[src/rtl/pcg_rng_scheduler_pkg.sv]
// Shared definitions for the PCG32 random-number scheduler: default LCG
// constants, the sequencing FSM encoding and the XSH-RR output permutation.
package pcg_pkg;

    localparam logic [63:0] PCG_MULT_DEFAULT = 64'h5851F42D4C957F2D;
    localparam logic [63:0] PCG_INC_DEFAULT  = 64'h14057B7EF767814F;

    typedef enum logic [2:0] {
        ST_IDLE    = 3'd0,
        ST_SEED0   = 3'd1,
        ST_SEED1   = 3'd2,
        ST_ADVANCE = 3'd3,
        ST_PERMUTE = 3'd4,
        ST_DELIVER = 3'd5
    } pcg_state_t;

    // XSH-RR: xorshift the high bits down, then rotate by the top five bits.
    // A rotate amount of zero leaves the word untouched because the left
    // shift amount wraps to zero as well.
    function automatic logic [31:0] pcg_xsh_rr(input logic [63:0] old_state);
        logic [31:0] xs;
        logic [4:0]  rot;
        xs  = 32'(((old_state >> 18) ^ old_state) >> 27);
        rot = old_state[63:59];
        return (xs >> rot) | (xs << (5'd0 - rot));
    endfunction

endpackage

[src/rtl/pcg_rng_scheduler_rr_arbiter.sv]
// Combinational round-robin arbiter: grants the first requester at or after
// the pointer, searching cyclically. The pointer register lives in the parent.
module rr_arbiter #(
    parameter int NUM_REQ = 4,
    parameter int IDX_W   = (NUM_REQ > 1) ? $clog2(NUM_REQ) : 1
) (
    input  logic [NUM_REQ-1:0] req_i,
    input  logic [IDX_W-1:0]   ptr_i,
    output logic [NUM_REQ-1:0] gnt_o,
    output logic [IDX_W-1:0]   gnt_idx_o
);

    // Scan from the farthest candidate back towards the pointer so the
    // candidate nearest the pointer is the last one written and wins.
    always_comb begin
        int              cand;
        logic [IDX_W-1:0] sel;
        cand      = 0;
        sel       = '0;
        gnt_o     = '0;
        gnt_idx_o = '0;
        for (int k = NUM_REQ - 1; k >= 0; k--) begin
            cand = int'(ptr_i) + k;
            if (cand >= NUM_REQ) begin
                cand = cand - NUM_REQ;
            end
            sel = IDX_W'(cand);
            if (req_i[sel]) begin
                gnt_o      = '0;
                gnt_o[sel] = 1'b1;
                gnt_idx_o  = sel;
            end
        end
    end

endmodule

[src/rtl/pcg_rng_scheduler.sv]
// Shared PCG32 engine with round-robin delivery of 32-bit words to NUM_REQ
// requesters. One 64x64 multiplier serves both the reseed and advance steps.
//
// Handshake: req is a level; the granted requester sees a one-cycle one-hot
// ack pulse with rnd_data valid in that same cycle, and must drop req within
// one cycle of ack. A grant can not be cancelled once taken.
module pcg_rng_scheduler
    import pcg_pkg::*;
#(
    parameter int          NUM_REQ     = 4,
    parameter logic [63:0] MULT        = PCG_MULT_DEFAULT,
    parameter logic [63:0] INC         = PCG_INC_DEFAULT,
    parameter logic [63:0] RESET_STATE = 64'h0
) (
    input  logic               clk,
    input  logic               rst,
    input  logic [NUM_REQ-1:0] req,
    output logic [NUM_REQ-1:0] ack,
    output logic [31:0]        rnd_data,
    input  logic               seed_load,
    input  logic [63:0]        seed_value,
    output logic               busy,
    output pcg_state_t         dbg_fsm_o,
    output logic [63:0]        dbg_lcg_o
);

    localparam int IDX_W = (NUM_REQ > 1) ? $clog2(NUM_REQ) : 1;

    pcg_state_t         fsm_q, fsm_d;
    logic [63:0]        lcg_q, lcg_d;
    logic [63:0]        perm_src_q, perm_src_d;
    logic [31:0]        out_q, out_d;
    logic [63:0]        seed_reg_q, seed_reg_d;
    logic               seed_pend_q, seed_pend_d;
    logic [63:0]        pend_val_q, pend_val_d;
    logic [IDX_W-1:0]   rr_ptr_q, rr_ptr_d;
    logic [IDX_W-1:0]   gnt_idx_q, gnt_idx_d;

    logic [NUM_REQ-1:0] arb_gnt;
    logic [IDX_W-1:0]   arb_idx;
    logic [63:0]        mul_in;
    logic [63:0]        step_out;

    rr_arbiter #(
        .NUM_REQ (NUM_REQ),
        .IDX_W   (IDX_W)
    ) u_arb (
        .req_i     (req),
        .ptr_i     (rr_ptr_q),
        .gnt_o     (arb_gnt),
        .gnt_idx_o (arb_idx)
    );

    // The single LCG step: SEED1 folds the seed in, ADVANCE steps plainly.
    assign mul_in   = (fsm_q == ST_SEED1) ? (lcg_q + seed_reg_q) : lcg_q;
    assign step_out = mul_in * MULT + INC;

    // FSM state register.
    always_ff @(posedge clk or posedge rst) begin
        if (rst) begin
            fsm_q <= ST_IDLE;
        end else begin
            fsm_q <= fsm_d;
        end
    end

    // Next-state logic: a reseed always beats a waiting request.
    always_comb begin
        fsm_d = fsm_q;
        case (fsm_q)
            ST_IDLE: begin
                if (seed_pend_q || seed_load) begin
                    fsm_d = ST_SEED0;
                end else if (|arb_gnt) begin
                    fsm_d = ST_ADVANCE;
                end
            end
            ST_SEED0:   fsm_d = ST_SEED1;
            ST_SEED1:   fsm_d = ST_IDLE;
            ST_ADVANCE: fsm_d = ST_PERMUTE;
            ST_PERMUTE: fsm_d = ST_DELIVER;
            ST_DELIVER: fsm_d = ST_IDLE;
            default:    fsm_d = ST_IDLE;
        endcase
    end

    // Datapath registers.
    always_ff @(posedge clk or posedge rst) begin
        if (rst) begin
            lcg_q       <= RESET_STATE;
            perm_src_q  <= '0;
            out_q       <= '0;
            seed_reg_q  <= '0;
            seed_pend_q <= 1'b0;
            pend_val_q  <= '0;
            rr_ptr_q    <= '0;
            gnt_idx_q   <= '0;
        end else begin
            lcg_q       <= lcg_d;
            perm_src_q  <= perm_src_d;
            out_q       <= out_d;
            seed_reg_q  <= seed_reg_d;
            seed_pend_q <= seed_pend_d;
            pend_val_q  <= pend_val_d;
            rr_ptr_q    <= rr_ptr_d;
            gnt_idx_q   <= gnt_idx_d;
        end
    end

    // Datapath next values. The pending seed is consumed when it is copied
    // into seed_reg, so a load arriving during SEED0/SEED1 queues another
    // reseed rather than being dropped.
    always_comb begin
        lcg_d       = lcg_q;
        perm_src_d  = perm_src_q;
        out_d       = out_q;
        seed_reg_d  = seed_reg_q;
        seed_pend_d = seed_pend_q;
        pend_val_d  = pend_val_q;
        rr_ptr_d    = rr_ptr_q;
        gnt_idx_d   = gnt_idx_q;

        if (fsm_q != ST_IDLE && seed_load) begin
            seed_pend_d = 1'b1;
            pend_val_d  = seed_value;
        end

        case (fsm_q)
            ST_IDLE: begin
                if (seed_pend_q || seed_load) begin
                    seed_reg_d  = seed_pend_q ? pend_val_q : seed_value;
                    seed_pend_d = 1'b0;
                end else if (|arb_gnt) begin
                    gnt_idx_d = arb_idx;
                end
            end
            ST_SEED0: lcg_d = INC;
            ST_SEED1: lcg_d = step_out;
            ST_ADVANCE: begin
                perm_src_d = lcg_q;
                lcg_d      = step_out;
            end
            ST_PERMUTE: out_d = pcg_xsh_rr(perm_src_q);
            ST_DELIVER: begin
                rr_ptr_d = (int'(gnt_idx_q) == NUM_REQ - 1) ? '0 : gnt_idx_q + IDX_W'(1);
            end
            default: ;
        endcase
    end

    // Outputs: ack and data only in DELIVER, busy everywhere but IDLE.
    always_comb begin
        ack       = '0;
        rnd_data  = '0;
        busy      = (fsm_q != ST_IDLE);
        dbg_fsm_o = fsm_q;
        dbg_lcg_o = lcg_q;
        if (fsm_q == ST_DELIVER) begin
            ack[gnt_idx_q] = 1'b1;
            rnd_data       = out_q;
        end
    end

endmodule

[config.mk]
export PLATFORM = sky130hd
export DESIGN_NAME = pcg_rng_scheduler
export DESIGN_NICKNAME = d
export VERILOG_FILES = /design/src/rtl/pcg_rng_scheduler_pkg.sv /design/src/rtl/pcg_rng_scheduler_rr_arbiter.sv /design/src/rtl/pcg_rng_scheduler.sv
export SDC_FILE = /design/constraint.sdc
export NUM_CORES = 2
export LEC_CHECK = 0
export ABC_AREA = 1
export CAP_MARGIN = 30
export CORE_UTILIZATION = 40
export CTS_CLUSTER_SIZE = 24
export DETAILED_ROUTE_END_ITERATION = 12
export DONT_BUFFER_PORTS = 1
export PLACE_DENSITY = 0.57
export SETUP_SLACK_MARGIN = 0.05
export SLEW_MARGIN = 25
export SYNTH_ARGS = -nofsm -noshare
export SYNTH_HDL_FRONTEND = slang
export SYNTH_SLANG_ARGS = --single-unit
[constraint.sdc]
create_clock -name clk -period 12.7 [get_ports clk]
set_input_delay 1.905 -clock clk [delete_from_list [all_inputs] [get_ports clk]]
set_output_delay 1.905 -clock clk [all_outputs]
set_load 0.005 [all_outputs]
==> impl_metrics.yaml <==
outcome:
  status: "completed"
worst_setup_path:
  ff2ff_path_depth: 52
  critPathTopFamily: "adder cells"
  cpMostUsedCell: "inv_1"
  critical-path-max-stage-delay_ns: 0.59
  cp-startpoint: "dbg_lcg_o[6]$_DFFE_PP0P_"
  reg2reg_from: "dbg_lcg_o[6]$_DFFE_PP0P_"
  rrSetupSlack_ns: 0.86
  start_kind: "flip-flop"
  cp.required_ns: 13.21
  worstPathArrival_ns: 12.36
  path_max_fanout: 11
  worst-path-buf-inv: 14
  cp.depth: 52
  rr_endpoint: "dbg_lcg_o[63]$_DFFE_PP0P_"
  cpMaxStageDelayCell: "fa_1"
  endpoint: "dbg_lcg_o[63]$_DFFE_PP0P_"
  worst_setup_path_end_kind: "flip-flop"
  path_class: "reg -> reg"
synth:
  synth_fp_nets: 8233
  syn_inst: 6565
  ys.flop_type: "dfrtp_1"
  synth_edf_count: 0
  avgSynthCellArea_um2: 8.36
  ys_seq_area_share_pct: 12.3
  yosys.area.top_type: "fa_1"
  syn_area_um2: 54900
  ys_seq_elements: 269
  synthTopCellsByArea: "fa_1 (34%), ha_1 (15%), inv_1 (13%), dfrtp_1 (12%), nand2_1 (7.4%)"
  synth_top_area_share_pct: 34.0
  synth_cell_types: 65
  ys_warn_count: 0
  async_flop_share_pct: 100
sta:
  setup_violations: 0
  drv_slew: 0
  fin_skew_ns: 0.0409
  clock.fmax_mhz: 84.4
  fin_setup_tns_ns: 0
  period_minus_slack_ns: 11.84
  fin_crit_sh_pct: 93.3
  slew_headroom_pct: 25.8
  tightest_slew_ns: 1.10
  rsz0062_at_grt: "false"
  hold_violations: 0
floorplanning:
  core_area_um2: 136000
  ios: 175
  dieArea_um2: 139000
  dieHeight_um: 372
  start_util_pct: 40.4
  rows: 135
  die_w_um: 372
clock_tree:
  cts_hold_buf: 0
  cts_buffers: 30
  cts.path.max_buffers: 3
  cts_root_buf: "clkbuf_16"
  numClockSinks: 269
  cts_resized: 0
  post-cts-setup-buffer-count: 0
  cts.clk_slew.worst_paths_ns: 0.07
  cts_htree_levels: 1
  cts_tree: "yes"
  clkLatencyLatePin_ns: 0.62
global_route:
  use_met2_pct: 46.0
  met1_usage_pct: 41.6
  grt_use_met3_pct: 6.30
  grt_start_max_net_pins: 109
  grt.overflow.total: 0
  grt_use_total_pct: 29.7
  grt_pass1_vias: 45400
  antenna_found_initial: 1
  grt_pass1_wl_mm: 301
  grt.busiest_layer: "met2"
layout:
  syn2layout_area_growth_pct: 6.13
  post-route-util_pct: 42.9
  nNetsFinal: 8210
  drive_above_1_share_pct: 4.71
  mostFrequentLayoutCell: "inv_1"
  final_cell_mix: "inv_1 (1832), nand2_1 (1079), fa_1 (933)"
detailed_routing:
  ant_nets: 0
  drc: 0
  drt_pass1_iterations: 6
  drt_iter0_drc: 3836
  vias: 43300
  routed_wl_mm: 200
  via_per_inst: 5.19
  detail_route.wl_per_cell_um: 24.0
min_path:
  hold_start: "pend_val_q[33]$_DFFE_PP0P_"
  hold_path.class: "reg -> reg"
  hold_path_depth: 2
run:
  drv_cap: 0
placed_design:
  io_buffers: 0
  dp_hpwl_mm: 176
  gp_congestion: 1.03
[state kept, by name, indices dropped and copies added (netlist names)]
name	flops
seed_reg_q	64
gnt_idx_q	2
rr_ptr_q	2
dbg_lcg_o	64
pend_val_q	64
seed_pend_q	1
out_q	32
dbg_fsm_o	3
perm_src_q	37
[logic make-up after synthesis]
family | after synthesis | synth area share (%)
multiplexers | 85 | 1.70
adder cells (fa/ha/maj) | 1597 | 49.2
XOR/XNOR | 143 | 2.28
flip-flops | 269 | 12.3
AO/OA/AOI/OAI | 845 | 8.64
buffers and inverters | 1983 | 13.6
AND/OR/NAND/NOR | 1643 | 12.4
[per-stage QoR]
stage / area [µm²] / std cells / hold slack, ns / setup WS [ns]
finish: 58300 / 8344 / 0.483 / 0.856
global route: 58300 / 8343 / 0.497 / 0.262
CTS: 58200 / 8339 / 0.489 / 0.950
floorplan: 54900 / 6565 / 0.453 / 2.80
global placement: 57200 / 8286 / 0.466 / 0.931
detailed placement: 57200 / 8287 / 0.473 / 0.952
[layer usage]
layer	share of wire, %	vias to the layer above
met5	0.0065	-
met4	3.4	2
met3	8.6	233
met2	44	1562
met1	44	21600
li1	-	19900
[worst min path at each step]
| stage | endpoint | slack [ns] |
|---|---|---|
| 6_report | pend_val_q[33]$_DFFE_PP0P_ | 0.48 |
| 3_3_place_gp | pend_val_q[41]$_DFFE_PP0P_ | 0.47 |
| 2_1_floorplan | pend_val_q[0]$_DFFE_PP0P_ | 0.45 |
| 4_1_cts | pend_val_q[21]$_DFFE_PP0P_ | 0.49 |
| 5_1_grt | pend_val_q[5]$_DFFE_PP0P_ | 0.50 |
| 3_5_place_dp | pend_val_q[5]$_DFFE_PP0P_ | 0.47 |
[tightest hold or removal path, delay by kind of cell (launching register included)]
family	cells	cell delay, ns
flip-flops	1	0.34
AND/OR/NAND/NOR	1	0.05
AO/OA/AOI/OAI	1	0.06
[synth_stat cells (5+ instances only)]
library cell,number
nor3_1,15
a21oi_1,203
nand3_2,8
a211oi_1,9
o21a_1,7
nand4_1,24
inv_2,12
mux2_2,67
o21bai_1,27
xor2_1,70
inv_1,1833
mux2i_1,18
o22ai_1,45
a21boi_0,7
clkinv_1,6
o21ai_0,414
buf_2,8
and3_1,5
nand3_1,141
xnor2_1,73
a21o_1,16
o31ai_1,5
nand3b_1,16
ha_1,664
nor2_2,11
nor2_1,275
buf_1,18
dfrtp_1,269
o21ai_1,7
or2_2,22
fa_1,933
a31oi_1,36
o21ai_2,7
o211ai_1,20
o221ai_1,12
nand2_1,1081
nand2_2,28
clkbuf_1,104
[layout make-up]
class / instances / area (µm²)
antenna: 1 / 2.50
clock buffer: 35 / 810
sequential: 269 / 6740
inverter: 1851 / 6960
timing repair buffer: 77 / 616
clock inverter: 17 / 180
tap: 1781 / 2230
fill: 13900 / 77500
multi-input combinational: 4313 / 40700
Power is not shown: default switching activity piles up to over one toggle a cycle in this logic, so the estimate is an artifact.
